**config.mk**
```make
export PLATFORM = sky130hd
export DESIGN_NAME = pipeline_ctrl_flat
export DESIGN_NICKNAME = d
export VERILOG_FILES = /design/src/rtl/pipeline_ctrl_pkg.sv /design/src/rtl/pipeline_ctrl_if.sv /design/src/rtl/pipeline_ctrl.sv /design/src/flat_wrapper.sv
export SDC_FILE = /design/constraint.sdc
export NUM_CORES = 1
export LEC_CHECK = 0
export CAP_MARGIN = 40
export CORE_MARGIN = 2
export CORE_UTILIZATION = 21
export DETAILED_ROUTE_END_ITERATION = 10
export PLACE_DENSITY = 0.82
export SLEW_MARGIN = 5
export SYNTH_ARGS = -nofsm -noshare
export SYNTH_HDL_FRONTEND = slang
export SYNTH_SLANG_ARGS = --single-unit
```
**constraint.sdc**
```tcl
create_clock -name clk -period 2.3 [get_ports clk]
set_input_delay 0.345 -clock clk [delete_from_list [all_inputs] [get_ports clk]]
set_output_delay 0.345 -clock clk [all_outputs]
set_load 0.005 [all_outputs]
```
**src/rtl/pipeline_ctrl_pkg.sv**
```systemverilog
// Shared definitions for the pipeline hazard/flow controller.
// Control codes applied to the PC and every pipeline register, plus bus widths.
// No logic; imported by the interface and the controller.
package pipeline_ctrl_pkg;

    localparam int CTRL_W     = 2;
    localparam int ADDR_W_DEF = 32;

    // NORMAL advances, STALL holds, FLUSH loads a bubble, JUMP loads the redirect
    // target into the PC (never used on a stage register).
    typedef enum logic [CTRL_W-1:0] {
        CTRL_NORMAL = 2'b00,
        CTRL_STALL  = 2'b01,
        CTRL_FLUSH  = 2'b10,
        CTRL_JUMP   = 2'b11
    } ctrl_code_t;

endpackage

```
**src/rtl/pipeline_ctrl_if.sv**
```systemverilog
// Bundle between the 5-stage pipeline datapath and its hazard controller.
// master: datapath side (drives hazard inputs, consumes control codes).
// slave : controller side (consumes hazard inputs, drives codes and redirect target).
interface pipeline_ctrl_if #(
    parameter int ADDR_W = pipeline_ctrl_pkg::ADDR_W_DEF
) ();
    import pipeline_ctrl_pkg::*;

    logic              dcache_ready_i;
    logic              icache_data_valid_i;
    logic              ex_branch_flag_i;
    logic [ADDR_W-1:0] ex_pc_new_i;
    logic              mem_block_flag_i;

    ctrl_code_t        ctrl_signal_pc_o;
    ctrl_code_t        ctrl_signal_if_id_o;
    ctrl_code_t        ctrl_signal_id_ex_o;
    ctrl_code_t        ctrl_signal_ex_mem_o;
    ctrl_code_t        ctrl_signal_mem_wb_o;
    logic [ADDR_W-1:0] ctrl_to_pc_new_o;

    modport master (
        output dcache_ready_i, icache_data_valid_i, ex_branch_flag_i,
               ex_pc_new_i, mem_block_flag_i,
        input  ctrl_signal_pc_o, ctrl_signal_if_id_o, ctrl_signal_id_ex_o,
               ctrl_signal_ex_mem_o, ctrl_signal_mem_wb_o, ctrl_to_pc_new_o
    );

    modport slave (
        input  dcache_ready_i, icache_data_valid_i, ex_branch_flag_i,
               ex_pc_new_i, mem_block_flag_i,
        output ctrl_signal_pc_o, ctrl_signal_if_id_o, ctrl_signal_id_ex_o,
               ctrl_signal_ex_mem_o, ctrl_signal_mem_wb_o, ctrl_to_pc_new_o
    );

endinterface

```
**src/rtl/pipeline_ctrl.sv**
```systemverilog
// Hazard/flow controller: per-stage control codes and PC redirect for a 5-stage pipeline.
// Latency: zero cycles inputs->codes; a redirect lands in the PC at the next clock edge.
// Backpressure: dcache/memory stall freezes PC..EX_MEM and bubbles MEM_WB; fetch miss holds PC.
// Ports: clk, rst (synchronous, active-low), bus (pipeline_ctrl_if.slave: hazard inputs in,
//        five control codes and the PC load value out).
module pipeline_ctrl
    import pipeline_ctrl_pkg::*;
(
    input logic             clk,
    input logic             rst,
    pipeline_ctrl_if.slave  bus
);

    // BOOT gives the pipeline one bubble-filled cycle after reset release.
    // SQUASH means the fetch currently in flight is from the wrong path.
    typedef enum logic [1:0] {
        ST_RUN    = 2'd0,
        ST_SQUASH = 2'd1,
        ST_BOOT   = 2'd2
    } state_t;

    state_t state;
    state_t state_nxt;
    logic   memstall;

    always_ff @(posedge clk) begin
        if (!rst) begin
            state <= ST_BOOT;
        end else begin
            state <= state_nxt;
        end
    end

    assign memstall = bus.mem_block_flag_i | ~bus.dcache_ready_i;

    always_comb begin
        state_nxt                = state;
        bus.ctrl_signal_pc_o     = CTRL_NORMAL;
        bus.ctrl_signal_if_id_o  = CTRL_NORMAL;
        bus.ctrl_signal_id_ex_o  = CTRL_NORMAL;
        bus.ctrl_signal_ex_mem_o = CTRL_NORMAL;
        bus.ctrl_signal_mem_wb_o = CTRL_NORMAL;
        bus.ctrl_to_pc_new_o     = '0;

        if (!rst || state == ST_BOOT) begin
            // Reset and the boot cycle: fill every stage with bubbles, hold PC.
            bus.ctrl_signal_pc_o     = CTRL_STALL;
            bus.ctrl_signal_if_id_o  = CTRL_FLUSH;
            bus.ctrl_signal_id_ex_o  = CTRL_FLUSH;
            bus.ctrl_signal_ex_mem_o = CTRL_FLUSH;
            bus.ctrl_signal_mem_wb_o = CTRL_FLUSH;
            state_nxt                = ST_RUN;
        end else if (memstall) begin
            // EX is frozen, so a pending branch flag simply re-presents next cycle.
            bus.ctrl_signal_pc_o     = CTRL_STALL;
            bus.ctrl_signal_if_id_o  = CTRL_STALL;
            bus.ctrl_signal_id_ex_o  = CTRL_STALL;
            bus.ctrl_signal_ex_mem_o = CTRL_STALL;
            bus.ctrl_signal_mem_wb_o = CTRL_FLUSH;
        end else if (bus.ex_branch_flag_i) begin
            // Redirect; the fetch issued this cycle is wrong-path and gets squashed later.
            bus.ctrl_signal_pc_o     = CTRL_JUMP;
            bus.ctrl_to_pc_new_o     = bus.ex_pc_new_i;
            bus.ctrl_signal_if_id_o  = CTRL_FLUSH;
            bus.ctrl_signal_id_ex_o  = CTRL_FLUSH;
            state_nxt                = ST_SQUASH;
        end else if (state == ST_SQUASH) begin
            // Drop the wrong-path fetch; stay here until the icache actually returns it.
            bus.ctrl_signal_if_id_o  = CTRL_FLUSH;
            bus.ctrl_signal_pc_o     = bus.icache_data_valid_i ? CTRL_NORMAL : CTRL_STALL;
            state_nxt                = bus.icache_data_valid_i ? ST_RUN : ST_SQUASH;
        end else if (!bus.icache_data_valid_i) begin
            bus.ctrl_signal_pc_o     = CTRL_STALL;
            bus.ctrl_signal_if_id_o  = CTRL_FLUSH;
        end
    end

endmodule

```
**src/flat_wrapper.sv**
```systemverilog
// flat-port wrapper written by rule: the top's interface ports become plain ports
module pipeline_ctrl_flat import pipeline_ctrl_pkg::*;
  (clk, rst, bus_dcache_ready_i, bus_icache_data_valid_i, bus_ex_branch_flag_i, bus_ex_pc_new_i, bus_mem_block_flag_i, bus_ctrl_signal_pc_o, bus_ctrl_signal_if_id_o, bus_ctrl_signal_id_ex_o, bus_ctrl_signal_ex_mem_o, bus_ctrl_signal_mem_wb_o, bus_ctrl_to_pc_new_o);
  pipeline_ctrl_if #(.ADDR_W(32)) bus_i ();
  input logic clk;
  input logic rst;
  input wire logic [$bits(bus_i.dcache_ready_i)-1:0] bus_dcache_ready_i;
  input wire logic [$bits(bus_i.icache_data_valid_i)-1:0] bus_icache_data_valid_i;
  input wire logic [$bits(bus_i.ex_branch_flag_i)-1:0] bus_ex_branch_flag_i;
  input wire logic [$bits(bus_i.ex_pc_new_i)-1:0] bus_ex_pc_new_i;
  input wire logic [$bits(bus_i.mem_block_flag_i)-1:0] bus_mem_block_flag_i;
  output wire logic [$bits(bus_i.ctrl_signal_pc_o)-1:0] bus_ctrl_signal_pc_o;
  output wire logic [$bits(bus_i.ctrl_signal_if_id_o)-1:0] bus_ctrl_signal_if_id_o;
  output wire logic [$bits(bus_i.ctrl_signal_id_ex_o)-1:0] bus_ctrl_signal_id_ex_o;
  output wire logic [$bits(bus_i.ctrl_signal_ex_mem_o)-1:0] bus_ctrl_signal_ex_mem_o;
  output wire logic [$bits(bus_i.ctrl_signal_mem_wb_o)-1:0] bus_ctrl_signal_mem_wb_o;
  output wire logic [$bits(bus_i.ctrl_to_pc_new_o)-1:0] bus_ctrl_to_pc_new_o;
  assign bus_i.dcache_ready_i = bus_dcache_ready_i;
  assign bus_i.icache_data_valid_i = bus_icache_data_valid_i;
  assign bus_i.ex_branch_flag_i = bus_ex_branch_flag_i;
  assign bus_i.ex_pc_new_i = bus_ex_pc_new_i;
  assign bus_i.mem_block_flag_i = bus_mem_block_flag_i;
  assign bus_ctrl_signal_pc_o = bus_i.ctrl_signal_pc_o;
  assign bus_ctrl_signal_if_id_o = bus_i.ctrl_signal_if_id_o;
  assign bus_ctrl_signal_id_ex_o = bus_i.ctrl_signal_id_ex_o;
  assign bus_ctrl_signal_ex_mem_o = bus_i.ctrl_signal_ex_mem_o;
  assign bus_ctrl_signal_mem_wb_o = bus_i.ctrl_signal_mem_wb_o;
  assign bus_ctrl_to_pc_new_o = bus_i.ctrl_to_pc_new_o;
  pipeline_ctrl u_core (.clk(clk), .rst(rst), .bus(bus_i));
endmodule
```
==> impl_metrics.toml, run 1 <==
[critical_path]
critPathCaptureType = "primary output"
timing.critical_path.slowest_stage_cell = "sky130_fd_sc_hd__clkdlybuf4s50_1"
worst-path-max-fanout = 17
worst_reg_to_reg_setup_slack_ns = 1.42
crit_path_start_kind = "primary input"
rr_startpoint = "u_core.state[1]"
timing.setup.critical_path_class = "in2out"
setup.worst_path.end = "bus_ctrl_to_pc_new_o[0]"
cp_peak_stage_delay_ns = 0.42
cp.buffers_inverters = 4
capturing_point_of_the_worst_reg2reg_path = "u_core.state[0]"
worst-endpoint-arrival_ns = 1.78
worst-path-stages = 7
critical_path.startpoint = "bus_mem_block_flag_i"
cpLargestDelayFamily = "buffers and inverters"
r2r.worst_path.cells = 3
cp_data_required_time_ns = 1.96
crit_path_cell_trace = "clkdlybuf4s50_1, nand3b_4, a211oi_4, buf_4, buf_12, and2_1, dlygate4sd2_1"

[global_route]
gr-usage-met3_pct = 6.36
grt_busiest_layer = "met2"
grt_overflow = 0
total_routing_usage_gr_pct = 17.8
grt_first_pass_wirelength_mm = 3.26
globalRouteMet1Util_pct = 17.9
number_of_antenna_violations_at_the_first_check_in_global_routing = 0
largest_net_degree_at_the_start_of_global_routing = 18
vias_in_the_first_global_route = 681
gr-usage-met2_pct = 31.6

[floorplan]
top_level_ports = 80
std_cell_rows = 16
die_width_microns = 49.5
floorplan.die_area_sq_um = 2450
core_sq_um = 1960
initial_core_util_pct = 22.2
die_height_microns = 49.5

[cells_and_area]
final_util_pct = 65.4
share_of_final_layout_standard_cells_stronger_than_drive_strength_1_pct = 10.3
final_nets = 185
finish.cell_count_without_fillers = 172
largest_register_ffs = 2
fill_cells = 196
top_register = "u_core.state"
area_delta_synth_final_pct = 195
top_regs = "u_core.state: 2 flops"
antennaDiodeCount = 0

[clock_network]
clock_tree.htree_level_count = 1
clkTransAtPathRegs_ns = 0.03
tritoncts.num_buffers = 3
clk_path_buf_depth = 2
cts_num_sinks = 2
clock_tree.root_cell = "sky130_fd_sc_hd__clkbuf_4"
cts_tree = "done"
insertion_delay_ns = 0.24
cts_hold_buf = 0

[yosys]
netlist-cell-type-count = 19
yosysWarningCount = 0
synth_top_area_share_pct = 46.0
synth_top_cell_by_area = "sky130_fd_sc_hd__and2_1"
synth_ff_type = "sky130_fd_sc_hd__dfxtp_1"
synthesis.area_sq_um = 435
synth.yosys.seq_area_share_pct = 9.20
synth_most_common_cell = "sky130_fd_sc_hd__and2_1"
synth.cells.most_frequent = "sky130_fd_sc_hd__and2_1, sky130_fd_sc_hd__nand2_1, sky130_fd_sc_hd__buf_4, sky130_fd_sc_hd__buf_6, sky130_fd_sc_hd__inv_1"
netlist_instances = 62
ys_ff_latch = 2
number_of_nets_in_the_synthesized_netlist = 100
synth_top_cells_by_area = "sky130_fd_sc_hd__and2_1, sky130_fd_sc_hd__dfxtp_1, sky130_fd_sc_hd__buf_6, sky130_fd_sc_hd__buf_4, sky130_fd_sc_hd__a211oi_4"
number_of_enable_type_register_cells_in_the_synthesized_netlist = 0
average_cell_area_after_synthesis_sq_um = 7.02
synth_async_sr_flop_share_pct = 0

[sta]
final_min_period_over_clock_period_pct = 92.4
hold_violations = 0
grt_setup_unrepaired = "false"
final.setup_skew_ns = 0.00733
setup_viol_count_final = 0
finalWorstSetupSlack_ns = 0.175
timing_max_transition_violations_final = 0
min_period_ns = 2.13
timing.hold.ws_ns = 0.498
fmax_mhz = 471

[routing]
routed_wire_length_per_instance_microns = 12.5
antenna_violating_nets_post_route = 0
vias_per_cell = 4.02
finalWirelength_mm = 2.15
vias = 691
post-route-drc-count = 0
drt_iter0_drc = 2
drt_pass1_iterations = 2

[run]
max_cap_viol_count = 0

[pwr]
p_leak_uw = 0.000743
cellPowerDensity_nw_per_um2 = 187
vdd_ir_drop_max_v = 0.000320

[run_status]
result_of_the_run = "complete, no violations"

[min_path]
min_path_type = "reg2reg"

[placed_design]
finalWeightedCongestion = 0.680
place_ws_ns = -0.122
placed_cells = 165
dpl.hpwl_mm = 1.73
io_buffers = 78
-- worst reg2reg max path, stage by stage (launching register included) --
cell and delay, ns:
sky130_fd_sc_hd__dfxtp_1 0.44, sky130_fd_sc_hd__inv_1 0.07, sky130_fd_sc_hd__and3_1 0.15, sky130_fd_sc_hd__o32ai_1 0.12
-- how the worst min path moves through the flow --
stage	from	end	slack [ns]	cells after the start
floorplan	rst	u_core.state[1]	0.41	1
global placement	u_core.state[0]	u_core.state[0]	0.49	2
detailed placement	u_core.state[0]	u_core.state[0]	0.51	2
CTS	u_core.state[0]	u_core.state[1]	0.50	2
global route	u_core.state[0]	u_core.state[1]	0.52	2
finish	u_core.state[0]	u_core.state[1]	0.50	2
-- metal layers --
metal	vias to the layer above	part of all wire [%]
met5	-	0
met4	0	2.2
met3	4	11
met2	49	51
met1	279	36
li1	359	-
-- layout by cell type, fill, tap and decap left out, drive strengths merged --
cell / instances
clkdlybuf4s50: 42
and2: 32
dlygate4sd2: 32
buf: 8
nand2: 5
dlymetal6s2s: 4
inv: 4
clkbuf: 3
nor2b: 2
dfxtp: 2
nand3b: 1
a211oi: 1
a21oi: 1
nor2: 1
nand4b: 1
nand2b: 1
o21ai: 1
and3: 1
o32ai: 1
nand3: 1
conb: 1
-- power by group --
part | switching (uW) | internal, uW
Sequential | 2.64 | 36.7
Combinational | 30.6 | 87.3
Clock | 24.8 | 58.0
-- repair_timing --
item,in CTS,in global routing
endpoints found under the setup margin,32,4
gates cloned,1,0
buffers inserted,3,0
resized for setup,35,4
-- cells by family after synthesis --
family | Yosys count | synth area share (%)
AO/OA/AOI/OAI | 4 | 8.91
buffers and inverters | 10 | 16.4
flip-flops | 2 | 9.20
other | 1 | 0.861
AND/OR/NAND/NOR | 45 | 64.7
-- per-stage QoR --
step                      instance area (sq um)  total power [uW]  setup TNS (ns)
after floorplan                             435              67.3               0
after global placement                     1240               158           -1.52
after detailed placement                   1240               159           -2.79
after CTS                                  1270               247          -0.178
after global routing                       1280               260               0
final                                      1280               240               0
-- area by class of cell --
cell class	count	area, sq um	share of cell area, %
clock buffers	3	22.5	1.76
inverters	4	15.0	1.17
multi-input cells	50	324	25.3
flip-flops and latches	2	40.0	3.12
well taps	27	33.8	2.63
repair buffers	86	847	66.0
Power figures use the tool's default switching activity.
==> run 2: changes to the inputs <==
- CORE_UTILIZATION: 21 -> 20
- PLACE_DENSITY: 0.82 -> 0.78
- clock period: 2.3 -> 2.2 ns (I/O delays scaled with it)
==> run 2 against run 1 <==
  * Setup slack improved by 0.035 ns
  * Sequential share of layout area barely moved
  * Clock power fell by 1%
  * Final cell count did not move
  * Die area rose by 4.6%
  * Via count rose by 0.43%
  * First-iteration DRC count rose by 100%
  * Critical path type unchanged
  * Critical endpoint is now bus_ctrl_signal_pc_o[1]
  * Highest routed layer unchanged
==> impl_metrics.toml, run 2 (synthesis gave the netlist of run 1 again) <==
[critical_path]
crit_path_start_kind = "primary input"
r2r.worst_path.cells = 3
worst-endpoint-arrival_ns = 1.66
timing.setup.critical_path_class = "in2out"
worst-path-max-fanout = 17
cp.buffers_inverters = 3
rr_startpoint = "u_core.state[1]"
cp_data_required_time_ns = 1.87
crit_path_cell_trace = "dlygate4sd2_1, nand3b_4, a211oi_4, buf_12, clkdlybuf4s50_1"
critPathCaptureType = "primary output"
worst-path-stages = 5
cp_peak_stage_delay_ns = 0.50
worst_reg_to_reg_setup_slack_ns = 1.35
cpLargestDelayFamily = "buffers and inverters"
capturing_point_of_the_worst_reg2reg_path = "u_core.state[0]"
timing.critical_path.slowest_stage_cell = "sky130_fd_sc_hd__clkdlybuf4s50_1"

[routing]
vias_per_cell = 4.03
finalWirelength_mm = 1.97
routed_wire_length_per_instance_microns = 11.5
vias = 694
drt_iter0_drc = 4
drt_pass1_iterations = 2
post-route-drc-count = 0
antenna_violating_nets_post_route = 0

[clock_network]
clock_tree.root_cell = "sky130_fd_sc_hd__clkbuf_4"
clk_path_buf_depth = 2
clock_tree.htree_level_count = 1
insertion_delay_ns = 0.22
cts_num_sinks = 2
cts_tree = "done"
tritoncts.num_buffers = 3
clkTransAtPathRegs_ns = 0.03

[placed_design]
dpl.hpwl_mm = 1.61
placed_cells = 166
finalWeightedCongestion = 0.721
place_area_sq_um = 1240
io_buffers = 78

[min_path]
hold-path-endpoint = "u_core.state[1]"
launch_instance_of_the_worst_min_delay_path = "rst"
min_path_type = "in2reg"
hold-path-cell-count = 2

[pwr]
vdd_ir_drop_max_v = 0.000219
cellPowerDensity_nw_per_um2 = 193
p_leak_uw = 0.000663

[floorplan]
die_width_microns = 50.7
std_cell_rows = 16
core_sq_um = 2000
initial_core_util_pct = 21.8
top_level_ports = 80
die_height_microns = 50.7
floorplan.die_area_sq_um = 2570

[cells_and_area]
finish.cell_count_without_fillers = 172
share_of_final_layout_standard_cells_stronger_than_drive_strength_1_pct = 10.3
top_regs = "u_core.state: 2 flops"
antennaDiodeCount = 0
commonest_cells_after_routing_fill_and_taps_aside = "sky130_fd_sc_hd__clkdlybuf4s50_1, sky130_fd_sc_hd__and2_1, sky130_fd_sc_hd__dlygate4sd2_1"
area_delta_synth_final_pct = 193
final_nets = 185
post-route-cell-area_sq_um = 1270
largest_register_ffs = 2
most_common_cell_after_layout_fill_and_taps_aside = "sky130_fd_sc_hd__clkdlybuf4s50_1"
top_register = "u_core.state"

[sta]
final.setup_skew_ns = 0.00233
grt_setup_unrepaired = "false"
timing.hold.ws_ns = 0.459
timing_max_transition_violations_final = 0
hold_violations = 0
setup-tns-final_ns = 0
final_min_period_over_clock_period_pct = 90.4
min_period_ns = 1.99
setup_viol_count_final = 0
fmax_mhz = 503

[run]
max_cap_viol_count = 0

[global_route]
globalRouteMet1Util_pct = 14.3
grt_first_pass_wirelength_mm = 2.84
grt_busiest_layer = "met2"
vias_in_the_first_global_route = 631
gr-usage-met2_pct = 26.3
grt_overflow = 0
gr-usage-met3_pct = 5.65
number_of_antenna_violations_at_the_first_check_in_global_routing = 0
largest_net_degree_at_the_start_of_global_routing = 34
total_routing_usage_gr_pct = 14.6

[run_status]
result_of_the_run = "complete, no violations"
-- run 2: cell count changes in the layout (fill, tap and decap cells not counted), sizes merged --
cell / change
dlygate4sd2: -5
clkbuf: +1
buf: -1
clkdlybuf4s15: +8
dlymetal6s2s: -3
-- run 2: cell type report --
type                            count  area [sq um]
Fill cell                         175           727
Sequential cell                     2          40.0
Multi-Input combinational cell     50           324
Tap cell                           27          33.8
Clock buffer                        3          22.5
Timing Repair Buffer               86           840
Inverter                            4          15.0
-- run 2: layer usage --
metal  wire (microns)  vias to the layer above
met5                0                        -
met1              715                      294
met4               12                        0
met3              257                        2
met2              984                       47
li1                 -                      351
-- run 2: how the worst max path moves through the flow --
stage                                    start                         end  slack [ns]
after detailed placement                   rst    bus_ctrl_to_pc_new_o[21]       -0.17
final                     bus_ex_branch_flag_i     bus_ctrl_signal_pc_o[1]        0.21
after floorplan                u_core.state[0]  bus_ctrl_signal_id_ex_o[0]        0.77
after global routing           u_core.state[0]  bus_ctrl_signal_id_ex_o[0]         0.1
after global placement    bus_ex_branch_flag_i     bus_ctrl_to_pc_new_o[7]       -0.13
after CTS                 bus_mem_block_flag_i     bus_ctrl_signal_pc_o[1]        0.02
-- run 2: per-stage QoR --
stage	total power [uW]	util, %	setup slack, ns
after floorplan	70.4	-	0.765
after global placement	165	62.1	-0.126
after detailed placement	168	62.1	-0.165
after CTS	251	61.1	0.0179
after global routing	265	63.7	0.0995
final	245	63.7	0.210
-- run 2: where the power goes --
part | internal [uW] | switching (uW)
Combinational | 90.8 | 31.4
Clock | 60.3 | 21.8
Sequential | 38.4 | 2.82
Total | 189 | 56.0
-- run 2: repair_timing --
| item | CTS | global route |
|---|---|---|
| setup endpoints to repair | 36 | 1 |
| resized for setup | 36 | 9 |
| pin swaps | 0 | 1 |
| hold buffers | 0 | 0 |
| cloned | 0 | 1 |
| setup buffers | 0 | 2 |
